`src/rtl/pipe_pkg.sv`:
```
// Shared pipeline types for the EX-stage forwarding controller.
// Register index width, select codes and tracker entry layout.
package pipe_pkg;

  localparam int XLEN_REG = 5;

  typedef logic [XLEN_REG-1:0] reg_t;
  typedef logic [1:0]          fwd_sel_t;

  localparam fwd_sel_t FWD_RF    = 2'b00;
  localparam fwd_sel_t FWD_EXMEM = 2'b01;
  localparam fwd_sel_t FWD_MEMWB = 2'b10;

  typedef struct packed {
    reg_t rd;
    logic wr;
    logic ld;
  } trk_t;

  localparam trk_t TRK_BUBBLE = '{rd: '0, wr: 1'b0, ld: 1'b0};

endpackage

```
`src/rtl/fwd_hazard_ctrl_if.sv`:
```
// ID-stage decode bundle and forwarding/stall results.
// master drives decode fields, slave is the controller.
interface fwd_hazard_ctrl_if
  import pipe_pkg::*;
#(
  parameter int CNT_W = 16
) ();

  logic             id_valid;
  reg_t             id_rs1;
  reg_t             id_rs2;
  reg_t             id_rd;
  logic             id_reg_write;
  logic             id_mem_read;
  logic             flush;
  logic             hold;
  logic             stall;
  fwd_sel_t         fwd_a_sel;
  fwd_sel_t         fwd_b_sel;
  logic [CNT_W-1:0] stall_count;

  modport master (
    output id_valid, id_rs1, id_rs2, id_rd,
    output id_reg_write, id_mem_read,
    output flush, hold,
    input  stall, fwd_a_sel, fwd_b_sel,
    input  stall_count
  );

  modport slave (
    input  id_valid, id_rs1, id_rs2, id_rd,
    input  id_reg_write, id_mem_read,
    input  flush, hold,
    output stall, fwd_a_sel, fwd_b_sel,
    output stall_count
  );

endinterface

```
`src/rtl/fwd_match.sv`:
```
// Per-operand forwarding priority comparator.
// Newest producer (EX) beats older one (MEM); x0 never forwards.
module fwd_match
  import pipe_pkg::*;
(
  input  reg_t     rs_i,
  input  reg_t     ex_rd_i,
  input  logic     ex_wr_i,
  input  reg_t     mem_rd_i,
  input  logic     mem_wr_i,
  output fwd_sel_t sel_o
);

  logic hit_ex;
  logic hit_mem;
  logic nz;

  assign nz      = |rs_i;
  assign hit_ex  = nz & ex_wr_i & (ex_rd_i == rs_i);
  assign hit_mem = nz & mem_wr_i & (mem_rd_i == rs_i);

  // Priority select: EX hit masks any MEM hit
  always_comb begin
    sel_o = FWD_RF;
    unique case (1'b1)
      hit_ex:             sel_o = FWD_EXMEM;
      (hit_mem & ~hit_ex): sel_o = FWD_MEMWB;
      default:            sel_o = FWD_RF;
    endcase
  end

endmodule

```
`src/rtl/fwd_hazard_ctrl.sv`:
```
// Forwarding select and load-use stall controller beside ID/EX.
// Tracks EX/MEM destinations and registers mux selects for EX.
module fwd_hazard_ctrl
  import pipe_pkg::*;
#(
  parameter int CNT_W = 16
) (
  input  logic               clk,
  input  logic               rst,
  fwd_hazard_ctrl_if.slave   bus
);

  localparam logic [CNT_W-1:0] CNT_MAX = '1;

  trk_t             ex_q, ex_d;
  reg_t             mem_rd_q, mem_rd_d;
  logic             mem_wr_q, mem_wr_d;
  fwd_sel_t         sel_a_q, sel_a_d;
  fwd_sel_t         sel_b_q, sel_b_d;
  logic [CNT_W-1:0] cnt_q, cnt_d;

  fwd_sel_t nxt_a;
  fwd_sel_t nxt_b;
  logic     ld_hit;
  logic     stall;
  logic     take;

  fwd_match u_match_a (
    .rs_i     (bus.id_rs1),
    .ex_rd_i  (ex_q.rd),
    .ex_wr_i  (ex_q.wr),
    .mem_rd_i (mem_rd_q),
    .mem_wr_i (mem_wr_q),
    .sel_o    (nxt_a)
  );

  fwd_match u_match_b (
    .rs_i     (bus.id_rs2),
    .ex_rd_i  (ex_q.rd),
    .ex_wr_i  (ex_q.wr),
    .mem_rd_i (mem_rd_q),
    .mem_wr_i (mem_wr_q),
    .sel_o    (nxt_b)
  );

  // Load in EX feeding either ID source; flush suppresses it
  always_comb begin
    ld_hit = ex_q.ld & ex_q.wr & (|ex_q.rd) &
             ((ex_q.rd == bus.id_rs1) |
              (ex_q.rd == bus.id_rs2));
    stall  = bus.id_valid & ~bus.flush & ld_hit;
    take   = bus.id_valid & ~stall & ~bus.flush;
  end

  // Next tracker, select and counter values
  always_comb begin
    ex_d     = TRK_BUBBLE;
    mem_rd_d = ex_q.rd;
    mem_wr_d = ex_q.wr;
    sel_a_d  = FWD_RF;
    sel_b_d  = FWD_RF;
    cnt_d    = cnt_q;
    if (take) begin
      ex_d.rd = bus.id_rd;
      ex_d.wr = bus.id_reg_write;
      ex_d.ld = bus.id_mem_read;
      sel_a_d = nxt_a;
      sel_b_d = nxt_b;
    end
    if (stall && (cnt_q != CNT_MAX)) begin
      cnt_d = cnt_q + CNT_W'(1);
    end
  end

  // State registers; hold freezes everything
  always_ff @(posedge clk or posedge rst) begin
    if (rst) begin
      ex_q     <= TRK_BUBBLE;
      mem_rd_q <= '0;
      mem_wr_q <= 1'b0;
      sel_a_q  <= FWD_RF;
      sel_b_q  <= FWD_RF;
      cnt_q    <= '0;
    end else if (!bus.hold) begin
      ex_q     <= ex_d;
      mem_rd_q <= mem_rd_d;
      mem_wr_q <= mem_wr_d;
      sel_a_q  <= sel_a_d;
      sel_b_q  <= sel_b_d;
      cnt_q    <= cnt_d;
    end
  end

  assign bus.stall       = stall;
  assign bus.fwd_a_sel   = sel_a_q;
  assign bus.fwd_b_sel   = sel_b_q;
  assign bus.stall_count = cnt_q;

endmodule

```
`src/flat_wrapper.sv`:
```
// flat-port wrapper written by rule: the top's interface ports become plain ports
module fwd_hazard_ctrl_flat import pipe_pkg::*;
#(
  parameter int CNT_W = 16
)
  (clk, rst, bus_id_valid, bus_id_rs1, bus_id_rs2, bus_id_rd, bus_id_reg_write, bus_id_mem_read, bus_flush, bus_hold, bus_stall, bus_fwd_a_sel, bus_fwd_b_sel, bus_stall_count);
  fwd_hazard_ctrl_if #(.CNT_W(CNT_W)) bus_i ();
  input  logic clk;
  input  logic rst;
  input wire logic [$bits(bus_i.id_valid)-1:0] bus_id_valid;
  input wire logic [$bits(bus_i.id_rs1)-1:0] bus_id_rs1;
  input wire logic [$bits(bus_i.id_rs2)-1:0] bus_id_rs2;
  input wire logic [$bits(bus_i.id_rd)-1:0] bus_id_rd;
  input wire logic [$bits(bus_i.id_reg_write)-1:0] bus_id_reg_write;
  input wire logic [$bits(bus_i.id_mem_read)-1:0] bus_id_mem_read;
  input wire logic [$bits(bus_i.flush)-1:0] bus_flush;
  input wire logic [$bits(bus_i.hold)-1:0] bus_hold;
  output wire logic [$bits(bus_i.stall)-1:0] bus_stall;
  output wire logic [$bits(bus_i.fwd_a_sel)-1:0] bus_fwd_a_sel;
  output wire logic [$bits(bus_i.fwd_b_sel)-1:0] bus_fwd_b_sel;
  output wire logic [$bits(bus_i.stall_count)-1:0] bus_stall_count;
  assign bus_i.id_valid = bus_id_valid;
  assign bus_i.id_rs1 = bus_id_rs1;
  assign bus_i.id_rs2 = bus_id_rs2;
  assign bus_i.id_rd = bus_id_rd;
  assign bus_i.id_reg_write = bus_id_reg_write;
  assign bus_i.id_mem_read = bus_id_mem_read;
  assign bus_i.flush = bus_flush;
  assign bus_i.hold = bus_hold;
  assign bus_stall = bus_i.stall;
  assign bus_fwd_a_sel = bus_i.fwd_a_sel;
  assign bus_fwd_b_sel = bus_i.fwd_b_sel;
  assign bus_stall_count = bus_i.stall_count;
  fwd_hazard_ctrl #(.CNT_W(CNT_W)) u_core (.clk(clk), .rst(rst), .bus(bus_i));
endmodule
```
`config.mk`:
```
export PLATFORM = sky130hd
export DESIGN_NAME = fwd_hazard_ctrl_flat
export DESIGN_NICKNAME = d
export VERILOG_FILES = /design/src/rtl/pipe_pkg.sv /design/src/rtl/fwd_hazard_ctrl_if.sv /design/src/rtl/fwd_match.sv /design/src/rtl/fwd_hazard_ctrl.sv /design/src/flat_wrapper.sv
export SDC_FILE = /design/constraint.sdc
export NUM_CORES = 1
export LEC_CHECK = 0
export CORE_AREA = 2 2 64 81
export DETAILED_ROUTE_END_ITERATION = 16
export DIE_AREA = 0 0 66 83
export GPL_ROUTABILITY_DRIVEN = 0
export SYNTH_ARGS = -nofsm -noshare
export SYNTH_HDL_FRONTEND = slang
export SYNTH_SLANG_ARGS = --single-unit
export TNS_END_PERCENT = 30
```
`constraint.sdc`:
```
create_clock -name clk -period 5.65 [get_ports clk]
set_input_delay 0.8475 -clock clk [delete_from_list [all_inputs] [get_ports clk]]
set_output_delay 0.8475 -clock clk [all_outputs]
set_load 0.05 [all_outputs]
```
==> flow_summary.html, run 1 <==
<table>
<tr><th>Metric</th><th>Value</th></tr>
<tr><th colspan="2">Critical path</th></tr>
<tr><td>Worst setup path endpoint</td><td>bus_stall</td></tr>
<tr><td>Required time at the endpoint of the critical path</td><td>~4.8 ns</td></tr>
<tr><td>Destination of the worst register-to-register timing path</td><td>u_core.bus.stall_count[1]</td></tr>
<tr><td>Reg2Reg Depth</td><td>5</td></tr>
<tr><td>Worst Path Max Fanout</td><td>17</td></tr>
<tr><td>Data arrival at the endpoint of the critical path</td><td>between 3 and 4 ns</td></tr>
<tr><td>Startpoint types</td><td>primary input</td></tr>
<tr><td>Kind of end point of the critical path</td><td>output pin</td></tr>
<tr><td>Worst Setup Path Type</td><td>in -&gt; out</td></tr>
<tr><td>Critical Path Source</td><td>bus_id_rs2[4]</td></tr>
<tr><td>Launch point of the worst reg-to-reg path</td><td>u_core.mem_rd_d[1]</td></tr>
<tr><td>Worst reg2reg setup slack</td><td>between 3 and 4 ns</td></tr>
<tr><th colspan="2">Clock tree</th></tr>
<tr><td>Inserted Clock Buffers</td><td>5</td></tr>
<tr><td>Worst-skew pair later-pin latency</td><td>roughly 0.28 ns</td></tr>
<tr><td>Root Buffer</td><td>sky130_fd_sc_hd__clkbuf_8</td></tr>
<tr><td>Number of hold buffers added after CTS</td><td>0</td></tr>
<tr><td>Number of setup buffers added after CTS</td><td>0</td></tr>
<tr><td>Register clock-pin slew on the reported worst setup and hold paths</td><td>0.07 ns</td></tr>
<tr><td>TritonCTS clock tree</td><td>yes</td></tr>
<tr><td>Max clock buf depth</td><td>2</td></tr>
<tr><td>Count of clock tree sinks</td><td>33</td></tr>
<tr><td>H-tree depth reported by CTS</td><td>2</td></tr>
<tr><td>Number of gates resized after cts</td><td>0</td></tr>
<tr><th colspan="2">STA</th></tr>
<tr><td>Fin. Hold Viols</td><td>0</td></tr>
<tr><td>Fin. max-slew vios</td><td>0</td></tr>
<tr><td>Total negative slack for setup checks</td><td>0 ns</td></tr>
<tr><td>Min cycle time layout</td><td>between 4 and 5 ns</td></tr>
<tr><td>Max frequency</td><td>between 200 and 250 MHz</td></tr>
<tr><td>Slew @ Worst Pin</td><td>0.731 ns</td></tr>
<tr><td>Clock Skews</td><td>0.00522 ns</td></tr>
<tr><td>Share of the clock period used by the worst path after layout</td><td>73.7%</td></tr>
<tr><td>Final count of negative-setup-slack endpoints</td><td>0</td></tr>
<tr><td>Relative slew margins</td><td>roughly 51%</td></tr>
<tr><td>Unrepaired setup endpoints after global routing</td><td>no</td></tr>
<tr><th colspan="2">Logic synthesis</th></tr>
<tr><td>Number of distinct standard cells referenced by the synthesized netlist</td><td>34</td></tr>
<tr><td>Sequential share of the synthesized area</td><td>between 40 and 50%</td></tr>
<tr><td>Cell taking the most area after synthesis</td><td>sky130_fd_sc_hd__dfrtp_1</td></tr>
<tr><td>Number of storage elements in the synthesis netlist</td><td>33</td></tr>
<tr><td>Post-Syn Nets</td><td>189</td></tr>
<tr><td>Synthesized netlist cell count</td><td>166</td></tr>
<tr><td>Post-synth top area share</td><td>between 40% and 50%</td></tr>
<tr><td>Async set or reset register ratio after synthesis</td><td>100%</td></tr>
<tr><td>Top cells by area in the synthesized netlist</td><td>sky130_fd_sc_hd__dfrtp_1, sky130_fd_sc_hd__xnor2_1, sky130_fd_sc_hd__xor2_1</td></tr>
<tr><td>EDFF count, synth</td><td>0</td></tr>
<tr><td>Yosys warning count</td><td>0</td></tr>
<tr><td>Synth Cell Area</td><td>~0.0018 mm^2</td></tr>
<tr><td>Main flop type after synthesis</td><td>sky130_fd_sc_hd__dfrtp_1</td></tr>
<tr><td>Post-Syn Area per Cell</td><td>roughly 11 um^2</td></tr>
<tr><th colspan="2">Run status</th></tr>
<tr><td>Outcome</td><td>complete, no violations</td></tr>
<tr><th colspan="2">Die</th></tr>
<tr><td>Die Ht</td><td>slightly above 80 um</td></tr>
<tr><td>Die extent in x</td><td>between 60 and 70 um</td></tr>
<tr><td>Number of top-level pins</td><td>between 40 and 50</td></tr>
<tr><td>Placeable core region</td><td>0.00469 mm^2</td></tr>
<tr><td>Die Footprint</td><td>0.00548 mm^2</td></tr>
<tr><td>Effective utilization at floorplan</td><td>around 39%</td></tr>
<tr><td>Row count</td><td>28</td></tr>
<tr><th colspan="2">Cells and area</th></tr>
<tr><td>ANT cells</td><td>0</td></tr>
<tr><td>Number of nets at the end of the flow</td><td>around 240</td></tr>
<tr><td>Final Non-Filler Cells</td><td>about 270</td></tr>
<tr><td>Synthesis-to-layout area growth</td><td>31.9%</td></tr>
<tr><td>Most frequent standard cell in the layout excluding fill and tap cells</td><td>sky130_fd_sc_hd__clkdlybuf4s50_1</td></tr>
<tr><td>Share of final-layout standard cells stronger than drive strength 1</td><td>around 12%</td></tr>
<tr><td>Commonest non-fill, non-tap cells in the layout</td><td>sky130_fd_sc_hd__clkdlybuf4s50_1, sky130_fd_sc_hd__dfrtp_1, sky130_fd_sc_hd__xnor2_1</td></tr>
<tr><th colspan="2">GRT</th></tr>
<tr><td>Global-route congestion overflow total</td><td>0</td></tr>
<tr><td>Global-route wire length before repair</td><td>7.19 mm</td></tr>
<tr><td>All-layer global routing usage</td><td>between 10% and 20%</td></tr>
<tr><td>Number of antenna violations at the first check in global routing</td><td>0</td></tr>
<tr><td>Via count of the first global-routing pass</td><td>1550</td></tr>
<tr><td>Largest net degree at the start of global routing</td><td>34</td></tr>
<tr><th colspan="2">Pwr</th></tr>
<tr><td>Areal power density over the cells</td><td>roughly 210 mW/mm^2</td></tr>
<tr><td>IR drop worst, VDD</td><td>about 0.00012 V</td></tr>
<tr><td>Leak Pwr</td><td>between 0.9 and 1 nW</td></tr>
<tr><td>Overall power after layout</td><td>between 0.5 and 0.6 mW</td></tr>
<tr><th colspan="2">Routing</th></tr>
<tr><td>Detailed-route vias per instance</td><td>5.34</td></tr>
<tr><td>Wire length reported by the detailed router</td><td>4.22 mm</td></tr>
<tr><td>Drt initial violations</td><td>53</td></tr>
<tr><td>Wire length per cell</td><td>between 15 and 20 um</td></tr>
<tr><td>Number of remaining DRC errors</td><td>0</td></tr>
<tr><td>1st-pass router iterations</td><td>5</td></tr>
<tr><td>Antenna-violating nets left</td><td>0</td></tr>
<tr><td>Total number of vias</td><td>~1500</td></tr>
<tr><th colspan="2">Placed design</th></tr>
<tr><td>Number of input and output port buffers inserted</td><td>42</td></tr>
<tr><td>Number of instances in the placed design</td><td>about 270</td></tr>
<tr><td>Total half-perimeter wirelength after legalization and detailed placement</td><td>roughly 3 mm</td></tr>
<tr><th colspan="2">Flow run</th></tr>
<tr><td>Maxcap violations</td><td>0</td></tr>
<tr><th colspan="2">Worst hold path</th></tr>
<tr><td>Min-Delay Path Class</td><td>reg -&gt; reg</td></tr>
</table>
==> registers in the layout (all words and copies together), names as in the netlist <==
| name | count |
|---|---|
| u_core.bus.stall_count | 16 |
| u_core.mem_rd_d | 5 |
| u_core.mem_rd_q | 5 |
| u_core.bus.fwd_a_sel | 2 |
| u_core.bus.fwd_b_sel | 2 |
| u_core.ex_q | 1 |
| u_core.mem_wr_d | 1 |
| u_core.mem_wr_q | 1 |
==> cell usage after synthesis (all sizes together), types with 3 or more instances <==
master	n
dfrtp	33
xnor2	21
xor2	14
nand3	13
a22o	10
nand4	10
nor2	8
mux2	7
nand2	7
nor4	6
nor3	5
buf	4
inv	4
and3	3
nor3b	3
or4	3
==> stage by stage <==
stage / instance area (um^2) / hold slack, ns / utilization, % / worst slack [ns]
2_1_floorplan: 1820 / 0.501 / - / 2.01
3_3_place_gp: 2300 / 0.477 / 48.9 / 1.52
3_5_place_dp: 2300 / 0.483 / 48.9 / 1.50
4_1_cts: 2400 / 0.499 / 51.1 / 1.48
5_1_grt: 2400 / 0.540 / 51.1 / 1.26
6_report: 2400 / 0.496 / 51.1 / 1.49
==> layout make-up <==
type                            instances  area [um^2]
Clock buffer                            7         96.3
Clock inverter                          1         5.00
Fill cell                             439         2300
Inverter                                4         15.0
Multi-Input combinational cell        123          937
Sequential cell                        33          826
Tap cell                               60         75.1
Timing Repair Buffer                   45          443
==> worst min path at each step <==
stage,startpoint,endpoint,cells past startpoint
2_1_floorplan,u_core.mem_wr_q,u_core.mem_wr_q,1
3_3_place_gp,u_core.bus.fwd_b_sel[0],u_core.bus.fwd_b_sel[0],2
3_5_place_dp,u_core.bus.fwd_b_sel[0],u_core.bus.fwd_b_sel[0],2
4_1_cts,u_core.bus.fwd_b_sel[0],u_core.bus.fwd_b_sel[0],2
5_1_grt,u_core.bus.fwd_b_sel[0],u_core.bus.fwd_b_sel[0],2
6_report,u_core.bus.stall_count[15],u_core.bus.stall_count[15],1
==> power breakdown <==
part	leakage (nW)	switching [mW]	internal, mW	total, mW
clock	0.0542	0.0847	0.110	0.195
combinational	0.479	0.0272	0.0314	0.0587
sequential	0.455	0.00919	0.242	0.251
==> cells by family (layout without fill, tap and decap cells) <==
family / Yosys count / count (layout) / share of synthesized area, %
buffers and inverters: 10 / 57 / 3.03
XOR/XNOR: 35 / 35 / 16.9
adder cells (fa/ha/maj): 1 / 1 / 0.688
AND/OR/NAND/NOR: 61 / 61 / 19.5
multiplexers: 7 / 7 / 4.34
AO/OA/AOI/OAI: 19 / 19 / 10.1
flip-flops: 33 / 33 / 45.4
==> routing by layer <==
metal  vias up  wire [um]  track usage, %
li1        692          -               -
met1       714       1800            20.3
met2        48       2120            28.6
met3         4        259            4.88
met4         0         29            5.01
met5         -          0               0
==> worst max-delay path, stage by stage <==
cell	delay, ns
sky130_fd_sc_hd__clkdlybuf4s50_1	0.47
sky130_fd_sc_hd__xor2_1	0.19
sky130_fd_sc_hd__nor3_1	0.31
sky130_fd_sc_hd__o2bb2ai_2	0.15
sky130_fd_sc_hd__buf_4	0.23
sky130_fd_sc_hd__nand2_1	0.10
sky130_fd_sc_hd__nor3b_1	0.18
sky130_fd_sc_hd__clkdlybuf4s50_1	0.83
Power figures use the tool's default switching activity.
==> run 2, diff against run 1 <==
--- a/config.mk
+++ b/config.mk
@@ -9,6 +9,7 @@
 export DETAILED_ROUTE_END_ITERATION = 16
 export DIE_AREA = 0 0 66 83
 export GPL_ROUTABILITY_DRIVEN = 0
+export PLACE_DENSITY = 0.67
 export SYNTH_ARGS = -nofsm -noshare
 export SYNTH_HDL_FRONTEND = slang
 export SYNTH_SLANG_ARGS = --single-unit
==> constraint.sdc (replaced) <==
create_clock -name clk -period 3.4 [get_ports clk]
set_input_delay 0.51 -clock clk [delete_from_list [all_inputs] [get_ports clk]]
set_output_delay 0.51 -clock clk [all_outputs]
set_load 0.05 [all_outputs]
==> flow_summary.html, run 2 (synthesized netlist as in run 1, its figures left out) <==
<table>
<tr><th>Metric</th><th>Value</th></tr>
<tr><th colspan="2">Cells and area</th></tr>
<tr><td>Final Non-Filler Cells</td><td>274</td></tr>
<tr><td>Synthesis-to-layout area growth</td><td>31.8%</td></tr>
<tr><td>Number of nets at the end of the flow</td><td>~240</td></tr>
<tr><td>Most frequent standard cell in the layout excluding fill and tap cells</td><td>sky130_fd_sc_hd__clkdlybuf4s50_1</td></tr>
<tr><td>Flip-flop count of the largest register, all copies and words added</td><td>16</td></tr>
<tr><td>Util after Layout</td><td>about half</td></tr>
<tr><td>Layout Cell Area excl Fill</td><td>between 0.002 and 0.0025 mm^2</td></tr>
<tr><td>ANT cells</td><td>0</td></tr>
<tr><td>Share of final-layout standard cells stronger than drive strength 1</td><td>between 10% and 20%</td></tr>
<tr><td>Total area of sequential cells</td><td>826 um^2</td></tr>
<tr><td>Commonest non-fill, non-tap cells in the layout</td><td>sky130_fd_sc_hd__clkdlybuf4s50_1, sky130_fd_sc_hd__dfrtp_1, sky130_fd_sc_hd__xnor2_1</td></tr>
<tr><td>Fillers</td><td>about 450</td></tr>
<tr><td>Combined area of the multi-input logic cells</td><td>937 um^2</td></tr>
<tr><th colspan="2">Placed design</th></tr>
<tr><td>Cell area after placement</td><td>roughly 0.0023 mm^2</td></tr>
<tr><td>Placement Setup Slack</td><td>~0.62 ns</td></tr>
<tr><td>Number of instances in the placed design</td><td>approximately 270</td></tr>
<tr><td>Number of input and output port buffers inserted</td><td>42</td></tr>
<tr><td>Total half-perimeter wirelength after legalization and detailed placement</td><td>approximately 3 mm</td></tr>
<tr><th colspan="2">GRT</th></tr>
<tr><td>Via count of the first global-routing pass</td><td>about 1500</td></tr>
<tr><td>Met2 usage</td><td>27.0%</td></tr>
<tr><td>Largest net degree at the start of global routing</td><td>34</td></tr>
<tr><td>Number of antenna violations at the first check in global routing</td><td>0</td></tr>
<tr><td>Global routing met1 resource utilization</td><td>a little over a fifth</td></tr>
<tr><td>Global routing's busiest layer</td><td>met2</td></tr>
<tr><td>Global-route wire length before repair</td><td>7.01 mm</td></tr>
<tr><td>All-layer global routing usage</td><td>between 15 and 20%</td></tr>
<tr><td>Global-route congestion overflow total</td><td>0</td></tr>
<tr><td>GR Util met3</td><td>under 10%</td></tr>
<tr><th colspan="2">Clock tree</th></tr>
<tr><td>Register clock-pin slew on the reported worst setup and hold paths</td><td>roughly 0.060 ns</td></tr>
<tr><td>Number of gates resized after cts</td><td>0</td></tr>
<tr><td>Inserted Clock Buffers</td><td>5</td></tr>
<tr><td>Number of setup buffers added after CTS</td><td>0</td></tr>
<tr><td>Number of hold buffers added after CTS</td><td>0</td></tr>
<tr><td>Worst-skew pair later-pin latency</td><td>a little under 0.3 ns</td></tr>
<tr><td>TritonCTS clock tree</td><td>yes</td></tr>
<tr><td>Max clock buf depth</td><td>2</td></tr>
<tr><td>Root Buffer</td><td>sky130_fd_sc_hd__clkbuf_8</td></tr>
<tr><td>Count of clock tree sinks</td><td>33</td></tr>
<tr><td>H-tree depth reported by CTS</td><td>2</td></tr>
<tr><th colspan="2">Routing</th></tr>
<tr><td>Detailed-route vias per instance</td><td>around 5.3</td></tr>
<tr><td>Antenna-violating nets left</td><td>0</td></tr>
<tr><td>1st-pass router iterations</td><td>4</td></tr>
<tr><td>Drt initial violations</td><td>107</td></tr>
<tr><td>Wire length reported by the detailed router</td><td>4.17 mm</td></tr>
<tr><td>Total number of vias</td><td>1440</td></tr>
<tr><td>Number of remaining DRC errors</td><td>0</td></tr>
<tr><td>Wire length per cell</td><td>around 15 um</td></tr>
<tr><th colspan="2">STA</th></tr>
<tr><td>Clock Skews</td><td>between 0.006 and 0.007 ns</td></tr>
<tr><td>Fin. max-slew vios</td><td>0</td></tr>
<tr><td>Final hold slack</td><td>0.489 ns</td></tr>
<tr><td>Slew @ Worst Pin</td><td>a little over 0.7 ns</td></tr>
<tr><td>Unrepaired setup endpoints after global routing</td><td>no</td></tr>
<tr><td>Final count of negative-setup-slack endpoints</td><td>0</td></tr>
<tr><td>Share of the clock period used by the worst path after layout</td><td>between 80 and 90%</td></tr>
<tr><td>Relative slew margins</td><td>51.3%</td></tr>
<tr><td>Max frequency</td><td>~360 MHz</td></tr>
<tr><td>Fin. Hold Viols</td><td>0</td></tr>
<tr><td>Min cycle time layout</td><td>approximately 2.8 ns</td></tr>
<tr><td>Worst path setup slack after routing</td><td>between 0.6 and 0.7 ns</td></tr>
<tr><td>Total negative slack for setup checks</td><td>0 ns</td></tr>
<tr><th colspan="2">Critical path</th></tr>
<tr><td>Required time at the endpoint of the critical path</td><td>just under 3 ns</td></tr>
<tr><td>Slowest cell on the critical path</td><td>sky130_fd_sc_hd__clkdlybuf4s50_1</td></tr>
<tr><td>Data arrival at the endpoint of the critical path</td><td>between 2 and 2.5 ns</td></tr>
<tr><td>Worst Setup Path Type</td><td>in -&gt; out</td></tr>
<tr><td>Chain of cells forming the critical path</td><td>clkdlybuf4s50_1 &gt; xor2_1 &gt; nor3_1 &gt; o2bb2ai_2 &gt; nand2_1 &gt; nor3b_1 &gt; buf_12</td></tr>
<tr><td>Delay of the slowest critical-path stage</td><td>0.46 ns</td></tr>
<tr><td>Kind of end point of the critical path</td><td>output pin</td></tr>
<tr><td>CP delay by family, top</td><td>simple AND/OR/NAND/NOR gates</td></tr>
<tr><td>Startpoint types</td><td>primary input</td></tr>
<tr><td>Worst Path Max Fanout</td><td>3</td></tr>
<tr><td>Crit path buf inv count</td><td>2</td></tr>
<tr><th colspan="2">Pwr</th></tr>
<tr><td>Overall power after layout</td><td>0.804 mW</td></tr>
<tr><td>Areal power density over the cells</td><td>between 300 and 400 mW/mm^2</td></tr>
<tr><td>Leak Pwr</td><td>between 0.9 and 1 nW</td></tr>
<tr><td>IR drop worst, VDD</td><td>~0.00014 V</td></tr>
<tr><th colspan="2">Run status</th></tr>
<tr><td>Outcome</td><td>complete, no violations</td></tr>
<tr><th colspan="2">Worst hold path</th></tr>
<tr><td>Min-Delay Path Class</td><td>reg -&gt; reg</td></tr>
<tr><th colspan="2">Die</th></tr>
<tr><td>Row count</td><td>28</td></tr>
<tr><td>Die Footprint</td><td>between 0.005 and 0.006 mm^2</td></tr>
<tr><td>Die Ht</td><td>83 um</td></tr>
<tr><td>Number of top-level pins</td><td>43</td></tr>
<tr><td>Placeable core region</td><td>0.00469 mm^2</td></tr>
<tr><td>Die extent in x</td><td>66 um</td></tr>
<tr><td>Effective utilization at floorplan</td><td>38.7%</td></tr>
<tr><th colspan="2">Flow run</th></tr>
<tr><td>Maxcap violations</td><td>0</td></tr>
</table>
==> run 2: cell count changes in the layout (fill, tap and decap cells not counted), sizes merged <==
cell,previous run,this run
buf,3,5
clkbuf,7,6
clkdlybuf4s50,42,41
clkinv,1,2
==> run 2: worst paths after layout <==
path / startpoint / endpoint / slack [ns] / cells after the start
worst max-delay path: bus_id_rs2[4] / bus_stall / 0.61 / 7
worst min-delay path: u_core.bus.fwd_b_sel[0] / u_core.bus.fwd_b_sel[0] / 0.49 / 2
worst max register to register: u_core.mem_rd_d[1] / u_core.bus.stall_count[1] / 1.42 / 5
worst min register to register: u_core.bus.fwd_b_sel[0] / u_core.bus.fwd_b_sel[0] / 0.49 / 2
max in group asynchronous: rst / u_core.mem_wr_d / 2.48 / 3
min in group asynchronous: rst / u_core.mem_rd_d[4] / 0.61 / 3
==> run 2: final cells by class <==
class                   count  share of cell area [%]
clock buffers               6                    3.03
clock inverters             2                   0.418
inverters                   4                   0.627
multi-input cells         123                    39.1
flip-flops and latches     33                    34.5
well taps                  60                    3.13
repair buffers             46                    19.2
==> run 2: worst reg2reg max path: cells and delay by family (launching register included) <==
kind             cells  cell delay, ns
flip-flops           1            0.45
AO/OA/AOI/OAI        2            0.38
AND/OR/NAND/NOR      2            0.70
multiplexers         1            0.32
==> run 2: routing by layer <==
layer | part of all wire (%) | up-vias | wire, um
met5 | 0 | - | 0
met4 | 1.7 | 0 | 69
met3 | 4.3 | 7 | 181
met2 | 49 | 40 | 2060
met1 | 45 | 698 | 1860
li1 | - | 695 | -
==> run 2: where the power goes <==
part / internal (mW) / switching [mW] / leakage, nW
logic: 0.0530 / 0.0471 / 0.489
clock network: 0.142 / 0.145 / 0.0450
registers: 0.403 / 0.0146 / 0.455
total: 0.597 / 0.207 / 0.989
